[src/rtl/uart_pkg.sv]
// uart_pkg: receiver/transmitter shared FSM encodings and default frame geometry.
package uart_pkg;
  localparam logic [2:0] ST_IDLE   = 3'd0;
  localparam logic [2:0] ST_START  = 3'd1;
  localparam logic [2:0] ST_DATA   = 3'd2;
  localparam logic [2:0] ST_PARITY = 3'd3;
  localparam logic [2:0] ST_STOP   = 3'd4;
  localparam logic [2:0] ST_BREAK  = 3'd5;
  localparam int UART_DATA_BITS  = 8;
  localparam int UART_OVERSAMPLE = 16;
endpackage

[src/rtl/uart_rx_sync.sv]
// uart_rx_sync: two-flop synchronizer for the idle-high serial line, reset to 1.
module uart_rx_sync (
  input  logic clock,
  input  logic reset,
  input  logic d,
  output logic q
);
  logic [1:0] ff;
  always_ff @(posedge clock) begin
    if (reset) ff <= 2'b11;
    else ff <= {ff[0], d};
  end
  assign q = ff[1];
endmodule

[src/rtl/uart_rx.sv]
// uart_rx: 8N1 UART receiver driven by a 16x oversampling tick.
// Define UART_PARITY_EN to add an even-parity bit and the parity_err output.
module uart_rx
  import uart_pkg::*;
#(
  parameter int DATA_BITS  = UART_DATA_BITS,
  parameter int OVERSAMPLE = UART_OVERSAMPLE,
  parameter int STOP_TICKS = 16
) (
  input  logic                 clock,
  input  logic                 reset,
  input  logic                 tick,
  input  logic                 rx,
  output logic [DATA_BITS-1:0] rx_data,
  output logic                 rx_done,
`ifdef UART_PARITY_EN
  output logic                 parity_err,
`endif
  output logic                 frame_err
);
  localparam int NW = $clog2(DATA_BITS);
  localparam logic [3:0] S_MID  = 4'(OVERSAMPLE / 2 - 1);
  localparam logic [3:0] S_LAST = 4'(OVERSAMPLE - 1);
  localparam logic [3:0] S_STOP = 4'(STOP_TICKS - 1);
  localparam logic [NW-1:0] N_LAST = NW'(DATA_BITS - 1);
  logic                 rs;
  logic [2:0]           state;
  logic [3:0]           s_cnt;
  logic [NW-1:0]        n_cnt;
  logic [DATA_BITS-1:0] shreg;
`ifdef UART_PARITY_EN
  logic                 par_bit;
`endif
  uart_rx_sync u_sync (
    .clock(clock),
    .reset(reset),
    .d    (rx),
    .q    (rs)
  );
  // Start bit is verified at its midpoint; every later sample lands one full bit later.
  always_ff @(posedge clock) begin
    if (reset) begin
      state     <= ST_IDLE;
      s_cnt     <= '0;
      n_cnt     <= '0;
      shreg     <= '0;
      rx_data   <= '0;
      rx_done   <= 1'b0;
      frame_err <= 1'b0;
`ifdef UART_PARITY_EN
      par_bit    <= 1'b0;
      parity_err <= 1'b0;
`endif
    end else begin
      rx_done <= 1'b0;
      case (state)
        ST_IDLE:
          if (!rs) begin
            state <= ST_START;
            s_cnt <= '0;
          end
        ST_START:
          if (tick) begin
            if (s_cnt == S_MID) begin
              state <= rs ? ST_IDLE : ST_DATA;
              s_cnt <= '0;
              n_cnt <= '0;
            end else s_cnt <= s_cnt + 4'd1;
          end
        ST_DATA:
          if (tick) begin
            if (s_cnt == S_LAST) begin
              shreg <= {rs, shreg[DATA_BITS-1:1]};
              s_cnt <= '0;
`ifdef UART_PARITY_EN
              if (n_cnt == N_LAST) state <= ST_PARITY;
`else
              if (n_cnt == N_LAST) state <= ST_STOP;
`endif
              else n_cnt <= n_cnt + 1'b1;
            end else s_cnt <= s_cnt + 4'd1;
          end
`ifdef UART_PARITY_EN
        ST_PARITY:
          if (tick) begin
            if (s_cnt == S_LAST) begin
              par_bit <= rs;
              s_cnt   <= '0;
              state   <= ST_STOP;
            end else s_cnt <= s_cnt + 4'd1;
          end
`endif
        ST_STOP:
          if (tick) begin
            if (s_cnt == S_STOP) begin
              rx_data   <= shreg;
              rx_done   <= 1'b1;
              frame_err <= ~rs;
`ifdef UART_PARITY_EN
              parity_err <= (^shreg) ^ par_bit;
`endif
              s_cnt     <= '0;
              state     <= rs ? ST_IDLE : ST_BREAK;
            end else s_cnt <= s_cnt + 4'd1;
          end
        // A held-low line reports one framing error, then waits for the line to recover.
        ST_BREAK:
          if (rs) state <= ST_IDLE;
        default:
          state <= ST_IDLE;
      endcase
    end
  end
endmodule

[config.mk]
export PLATFORM = sky130hd
export DESIGN_NAME = uart_rx
export DESIGN_NICKNAME = d
export VERILOG_FILES = /design/src/rtl/uart_pkg.sv /design/src/rtl/uart_rx_sync.sv /design/src/rtl/uart_rx.sv
export SDC_FILE = /design/constraint.sdc
export NUM_CORES = 1
export LEC_CHECK = 0
export CAP_MARGIN = 20
export CORE_MARGIN = 1.5
export CORE_UTILIZATION = 53
export CTS_BUF_LIST = sky130_fd_sc_hd__clkbuf_8
export CTS_CLUSTER_DIAMETER = 50
export DETAILED_ROUTE_END_ITERATION = 12
export PLACE_DENSITY = 0.78
export SLEW_MARGIN = 20
export SYNTH_ARGS = -nofsm -noshare
export SYNTH_HDL_FRONTEND = slang
export SYNTH_SLANG_ARGS = --single-unit
[constraint.sdc]
create_clock -name clock -period 5.53 [get_ports clock]
set_input_delay 1.106 -clock clock [delete_from_list [all_inputs] [get_ports clock]]
set_output_delay 1.106 -clock clock [all_outputs]
set_load 0.02 [all_outputs]
==> run metrics, run 1 <==
Final min period=2.87 ns; Final Util=0.661; Vias per Instance=between 5 and 6; Avg Cell Area, Syn=8.97 um^2; RSZ-0062 raised after global routing=false; met3 GRT Util=0.0667; yosys warns=0; first-pass GRT wire length=roughly 4.1 mm; P_sw=about 0.1 mW; die width=~54 um; met2 GRT Util=0.295; clock tree buffer depth=2; Sum Neg Setup Slack=0 ns; clock root cell=clkbuf_8; routability cong.=0.795; Worst Hold Class=flop to flop; # DRC=0; busiest grt layer=met2; status=finished clean; Final Skew=between 0.008 and 0.009 ns; vias in the first global route=923; Seq/Total Area, Yosys=0.440; final hold violation count=0; die area=2890 um^2; CTS buffer count=5; most instantiated library cell after synthesis=dfxtp_1; HP Start=u_sync.ff[0]; Peak VDD IR=0.000279 V; Final period util=0.518; # resized after CTS=0; Worst R2R Setup Slack=3.40 ns; grt ovf=0; largest area contributor in the netlist=dfxtp_1; number of placed I/O pins=14; critical path arrival=3.01 ns; Die Span Y=around 54 um; combinational fraction of design power=0.049; endpoints failing setup=0; PortBufs=13; layout cell share with drive strength beyond 1=0.116; CTS sink count=30; Clock power frac=0.522; max_slew headroom=0.527; DR iter-0 viols=18; sequential share of power=0.428; largest net degree at the start of global routing=33; DR vias=1069; dpl ws=2.42 ns; Worst-Skew Late Latency=0.28 ns; Netlist cell types=36; total wire length=~2.5 mm; hpwl dp=1.68 mm; Crit. Startpoint=tick; post-CTS setup repair buffer count=0; H-tree lvl count=2; Setup crit end kind=flop; GR Util All Layers=0.202; critical path startpoint category=input port; Leak=0.675 nW; WL per Instance=13.1 um; WS Path Type=input port to flop; Synth Cell Area=about 1400 um^2; Crit Path Max Fanout=11; maximum clock frequency=349 MHz; Req. time, crit path=about 5.7 ns; number of synthesized register bits=30; CTS tree=done; core area=2450 um^2; Slew Limit Fails=0; CTS Hold Bufs=0; P_int=0.420 mW; Switching Fraction=0.192; Power Density=321 nW/um^2; Synth top area share=0.440; Commonest cells post-synth=dfxtp_1 (30), nor2_1 (24), mux2i_1 (18); Post-synth EDFFs=0; Area growth syn-to-layout=18.9%; num rows=18; number of diodes=0; Syn Inst Count=about 150; async set-reset flop share out of synthesis=0; Worst-Margin Slew=a little over 0.7 ns; Starting Density=0.556; antenna violations before repair=0; filler instances=208; first drt pass iteration count=4; clk slew on worst S/H paths=0.06 ns; number of nets in the layout=170; synth top area cells=dfxtp_1 (44%), mux2i_1 (13%), nor2_1 (6.6%); syn_nets=159; M1 GR Usage=0.268; max cap viols=0; FF-to-FF Start=state[1]; top_reg_cell synth=dfxtp_1; antenna viol nets, final=0; fin worst setup slack=2.66 ns
==> through the flow <==
| stage | hold slack (ns) | instance area, um^2 | instances | power, mW |
|---|---|---|---|---|
| finish | 0.418 | 1620 | 194 | 0.520 |
| global route | 0.433 | 1620 | 194 | 0.535 |
| CTS | 0.413 | 1630 | 194 | 0.525 |
| detailed placement | 0.398 | 1480 | 186 | 0.253 |
| global placement | 0.393 | 1480 | 186 | 0.252 |
| floorplan | 0.389 | 1360 | 152 | 0.248 |
==> state kept, by name, summed over array words and instances (netlist names) <==
| name | count |
|---|---|
| n_cnt | 3 |
| rx_data | 8 |
| u_sync.ff | 2 |
| frame_err | 1 |
| s_cnt | 4 |
| state | 3 |
| rx_done | 1 |
| shreg | 8 |
==> kinds of logic (layout without fill, tap and decap cells) <==
| group | count (synthesis) | after routing | synth area share |
|---|---|---|---|
| fa+ha+maj | 3 | 3 | 0.0275 |
| compound gates | 22 | 22 | 0.100 |
| mux | 18 | 18 | 0.132 |
| xor+xnor | 2 | 2 | 0.0128 |
| flops | 30 | 30 | 0.440 |
| simple gates | 65 | 65 | 0.244 |
| buf+inv | 12 | 24 | 0.0431 |
==> layer usage <==
metal | part of all wire | routed length [um]
met1 | 0.47 | 1200
met2 | 0.48 | 1210
met3 | 0.035 | 88
met4 | 0.018 | 45
met5 | 0 | 0
==> layout make-up <==
class                           count  area [um^2]  area share
Multi-Input combinational cell    110          704       0.434
Sequential cell                    30          601       0.370
Timing Repair Buffer               13          125      0.0772
Clock buffer                        6         82.6      0.0509
Clock inverter                      2         60.1      0.0370
Tap cell                           30         37.5      0.0231
Inverter                            3         11.3     0.00694
==> path summary, 6_finish.rpt <==
path / depth (start not counted) / end
max: 5 / rx_data[0]
min: 1 / u_sync.ff[1]
max reg2reg: 5 / shreg[0]
min reg2reg: 1 / u_sync.ff[1]
==> layout by cell type (no fill, tap or decap), types with 2 or more instances in the layout <==
cell              n
clkbuf_8          6
a21oi_1           8
nor2b_1           3
a211o_2           2
ha_1              3
o21ai_0           6
inv_1             3
nor2_1           24
bufinv_16         2
nor3b_1           2
xor2_1            2
nand2_1           9
or2_2             4
mux2i_1          18
nand4_1           2
dfxtp_1          30
clkdlybuf4s50_1  12
nand3_1           5
nand2b_1          4
nor3_1            2
nor4_1            2
==> power by group through the flow <==
stage	sequential [mW]	clock, mW	combinational (mW)
after floorplan	0.225	0	0.0229
after global routing	0.223	0.283	0.0285
final	0.223	0.272	0.0258
after CTS	0.223	0.277	0.0261
after detailed placement	0.227	0	0.0259
after global placement	0.227	0	0.0249
==> worst max-delay path, cell delays in order <==
cell	delay [ns]
clkdlybuf4s50_1	0.61
and4bb_2	0.28
nand4_1	0.57
mux2i_1	0.37
nor2_1	0.06
Power figures use the tool's default switching activity.
==> run 2, diff against run 1 <==
- clock period: 5.53 -> 2.7 ns (I/O delays scaled with it)
==> run 2 against run 1 <==
Effect of this change: non-clock buffer count up 2; sequential cell count is the same; critical path type is now flop to flop; sequential power grew 100%; register-to-register slack got worse by 2.9 ns; hold slack lost 0.0088 ns; global-route usage up 0.79 points; final cell count rose by 1.0%.
==> run metrics, run 2 (synthesis gave the netlist of run 1 again) <==
CTS Hold Bufs=0 (unchanged); routability cong.=0.781 (-1.8%); die width=53.7 um (unchanged); critical path startpoint category=flop; fin worst setup slack=0.519 ns (-2.14 ns); Final min period=2.18 ns; clock tree buffer depth=2 (unchanged); core area=2450 um^2 (unchanged); GR Util All Layers=0.210 (+0.00794); number of diodes=0 (unchanged); CTS tree=done; dpl ws=0.261 ns (-2.16 ns); Die Span Y=53.7 um (unchanged); FF-to-FF Start=state[1]; # resized after CTS=0 (unchanged); Final Skew=0.00578 ns (-0.00304 ns); PortBufs=13 (unchanged); Hold Path End=u_sync.ff[1]; largest registers=rx_data x8, shreg x8, s_cnt x4; first drt pass iteration count=4 (unchanged); max cap viols=0 (unchanged); post-CTS setup repair buffer count=0 (unchanged); Worst Hold Class=flop to flop; clock root cell=clkbuf_8; Setup crit end kind=flop; Starting Density=0.556 (unchanged); Worst R2R Setup Slack=0.52 ns (-2.88 ns); hold path cells=1 (unchanged); RSZ-0062 raised after global routing=false; CTS sink count=30 (unchanged); final hold violation count=0 (unchanged); antenna violations before repair=0 (unchanged); Peak VDD IR=0.000480 V (+72%); H-tree lvl count=2 (unchanged); FF-to-FF path depth=5 (unchanged); Worst-Skew Late Latency=0.28 ns (about the same); grt ovf=0 (unchanged); clk slew on worst S/H paths=0.07 ns (about the same); total wire length=2.67 mm (+5.1%); Final Util=0.649 (-0.0112); Power Density=555 nW/um^2 (+73%); WL per Instance=13.6 um (+4.0%); max_slew headroom=0.671 (+0.144); CTS buffer count=5 (unchanged); layout cell share with drive strength beyond 1=0.120 (+0.00463); HP Start=u_sync.ff[0]; maximum clock frequency=458 MHz; DR iter-0 viols=22 (+4); Crit Path Max Fanout=14 (+3); largest net degree at the start of global routing=33 (unchanged); antenna viol nets, final=0 (unchanged); Area growth syn-to-layout=16.9%; # DRC=0 (unchanged); endpoints failing setup=0 (unchanged); number of nets in the layout=172 (+1.2%); hpwl dp=1.66 mm (-1.5%); num rows=18 (unchanged); die area=2890 um^2 (unchanged); number of placed I/O pins=14 (unchanged); WS Path Type=flop to flop; status=finished clean; vias in the first global route=975 (+5.6%); Sum Neg Setup Slack=0 ns (unchanged); Critical R2R Capture=shreg[4]; Leak=0.659 nW (-2.3%); Req. time, crit path=2.86 ns (-2.81 ns); Final period util=0.808; commonest non-fill, non-tap cell in the layout=dfxtp_1; most frequent cells in the layout=dfxtp_1 (30), nor2_1 (24), mux2i_1 (18); first-pass GRT wire length=4.24 mm (+2.8%); Worst-Margin Slew=0.494 ns (-0.214 ns); DR vias=1109 (+3.7%); Vias per Instance=5.66 (+2.7%); Slew Limit Fails=0 (unchanged); critical path arrival=2.34 ns (-0.67 ns)
==> run 2: cell types whose count changed in the layout (fill, tap and decap cells not counted) <==
cell,change
buf_4,+2
buf_2,-1
clkdlybuf4s50_1,+1
bufinv_16,-2
clkinv_2,+1
clkinvlp_4,+1
==> run 2: where the power goes <==
group	internal [mW]	switching [mW]
clock	0.204	0.168
sequential	0.447	0.00946
combinational	0.0228	0.0334
==> run 2: worst max path at each step <==
| stage | start | endpoint | slack, ns |
|---|---|---|---|
| final | state[1] | shreg[4] | 0.52 |
| after floorplan | s_cnt[0] | s_cnt[3] | 0.95 |
| after global placement | tick | s_cnt[2] | 0.32 |
| after global routing | state[1] | shreg[4] | 0.39 |
| after CTS | state[1] | shreg[4] | 0.51 |
| after detailed placement | tick | s_cnt[2] | 0.26 |
==> run 2: routing by layer <==
metal / wire [um] / part of all wire / vias up / GRT usage
li1: - / - / 552 / -
met1: 1210 / 0.45 / 526 / 0.240
met2: 1310 / 0.49 / 25 / 0.350
met3: 104 / 0.039 / 6 / 0.0667
met4: 51 / 0.019 / 0 / 0.103
met5: 0 / 0 / - / 0
==> run 2: metrics by stage <==
| step | cells | hold slack, ns | total power [mW] | instance area (um^2) |
|---|---|---|---|---|
| detailed placement | 188 | 0.398 | 0.520 | 1500 |
| floorplan | 152 | 0.389 | 0.507 | 1360 |
| global placement | 188 | 0.394 | 0.517 | 1500 |
| finish | 196 | 0.409 | 0.885 | 1590 |
| CTS | 196 | 0.415 | 0.890 | 1590 |
| global route | 196 | 0.424 | 0.911 | 1590 |
==> run 2: final cells by class <==
type	count	area, um^2
Clock inverter	2	12.5
Fill cell	201	861
Multi-Input combinational cell	110	704
Timing Repair Buffer	15	145
Sequential cell	30	601
Tap cell	30	37.5
Inverter	3	11.3
Clock buffer	6	82.6
==> run 2: worst max-delay path, cell delays in order, from the launching register on <==
cell,delay (ns)
dfxtp_1,0.60
nor3b_1,0.37
and4_1,0.27
and2_1,0.45
mux2i_1,0.29
nor2_1,0.07
==> run 3, diff against run 2 <==
- CORE_UTILIZATION: 53 -> 52
- PLACE_DENSITY: 0.78 -> 0.8
- clock period: 2.7 -> 2 ns (I/O delays scaled with it)
==> run 3 against run 2 <==
Effect of this change: combinational power is 70% higher; final area is 6.7% higher; sequential share of layout area is 2.4 points lower; critical path type unchanged; largest power group unchanged.
==> run metrics, run 3 (synthesis gave the netlist of run 1 again) <==
status=finished clean; Setup crit end kind=flop; die area=2940 um^2 (+1.8%); number of nets in the layout=182 (+5.8%); Slew Limit Fails=0 (unchanged); Vias per Instance=5.42 (-4.2%); clock root cell=clkbuf_8; Final min period=1.87 ns (-0.315 ns); dpl cell area=1590 um^2 (+5.8%); RSZ-0062 raised after global routing=false; Req. time, crit path=2.21 ns (-0.65 ns); critical path arrival=2.08 ns (-0.26 ns); Crit Path Max Fanout=10 (-4); core area=2480 um^2 (+0.92%); max cap viols=0 (unchanged); critical path startpoint category=flop; # DRC=0 (unchanged); layout cell share with drive strength beyond 1=0.170 (+0.0500); vias in the first global route=1036 (+6.3%); largest net degree at the start of global routing=18 (-45%); DR iter-0 viols=27 (+23%); routability cong.=0.827 (+5.9%); Final period util=0.933 (+0.125); WL per Instance=13.5 um (-1.2%); Area growth syn-to-layout=24.7%; max_slew headroom=0.697 (+0.0263); first-pass GRT wire length=4.38 mm (+3.4%); Worst R2R Setup Slack=0.13 ns (-0.39 ns); number of diodes=0 (unchanged); Starting Density=0.551 (-0.00505); Final Skew=0.00653 ns (+0.000744 ns); WS Path Type=flop to flop; Leak=0.714 nW (+8.2%); num rows=18 (unchanged); Worst-Skew Late Latency=0.28 ns (about the same); clock tree buffer depth=2 (unchanged); WHS=0.427 ns (+0.0170 ns); grt ovf=0 (unchanged); number of placed I/O pins=14 (unchanged); most frequent cells in the layout=dfxtp_1 (30), nor2_1 (24), mux2i_1 (18); CTS Hold Bufs=0 (unchanged); first drt pass iteration count=4 (unchanged); Final Util=0.686 (+0.0370); # resized after CTS=0 (unchanged); Worst Hold Class=flop to flop; Power Density=770 nW/um^2 (+39%); post-CTS setup repair buffer count=0 (unchanged); Peak VDD IR=0.000699 V (+46%); hpwl dp=2.00 mm (+21%); total power=1.31 mW (+48%); PortBufs=13 (unchanged); clk slew on worst S/H paths=0.06 ns (about the same); commonest non-fill, non-tap cell in the layout=dfxtp_1; endpoints failing setup=0 (unchanged); maximum clock frequency=536 MHz (+17%); Worst-Margin Slew=0.454 ns (-0.0401 ns); GR Util All Layers=0.215 (+0.00578); DR vias=1117 (+0.72%); CTS sink count=30 (unchanged); antenna viol nets, final=0 (unchanged); antenna violations before repair=0 (unchanged); die width=54.2 um (+0.90%); fin worst setup slack=0.133 ns (-0.385 ns); total wire length=2.78 mm (+3.9%); largest registers=rx_data x8, shreg x8, s_cnt x4; Die Span Y=54.2 um (+0.90%); Final Cell Area=1700 um^2 (+6.7%); dpl ws=-0.136 ns (-0.397 ns); CTS buffer count=5 (unchanged); H-tree lvl count=2 (unchanged); CTS tree=done; final hold violation count=0 (unchanged)
-- run 3: cell types whose count changed in the layout (fill, tap and decap cells not counted), sizes merged --
cell and change:
bufinv +1, clkbuf -1, clkinvlp +1, clkinv -1, buf +10
-- run 3: routing by layer --
layer,part of all wire,global-route usage,up-vias
li1,-,-,569
met1,0.45,0.231,524
met2,0.50,0.390,18
met3,0.037,0.0656,6
met4,0.014,0.0875,0
met5,0,0,-
-- run 3: metrics by stage --
stage / setup TNS, ns / instances
detailed placement: -0.313 / 198
finish: 0 / 206
global route: 0 / 206
global placement: -0.0842 / 198
CTS: 0 / 206
floorplan: 0 / 152
-- run 3: worst max-delay path, stage by stage (launching register included) --
cell and delay [ns]:
dfxtp_1 0.54, xor2_1 0.23, o21ai_2 0.08, buf_4 0.17, or4b_2 0.61, a21oi_1 0.16
-- run 3: report_power, final --
group	internal [mW]	switching (mW)
combinational	0.0461	0.0495
clock	0.370	0.231
sequential	0.603	0.0104
-- run 3: area by class of cell --
type / count / area [um^2]
multi-input cells: 110 / 704
inverters: 3 / 11.3
repair buffers: 25 / 233
clock inverters: 3 / 45.0
flip-flops and latches: 30 / 601
clock buffers: 5 / 68.8
fillers: 200 / 777
well taps: 30 / 37.5
-- run 3: worst paths after layout --
path,depth (start not counted),startpoint,to
worst max-delay path,5,state[0],s_cnt[2]
worst min-delay path,1,u_sync.ff[0],u_sync.ff[1]
worst max register to register,5,state[0],s_cnt[2]
worst min register to register,1,u_sync.ff[0],u_sync.ff[1]
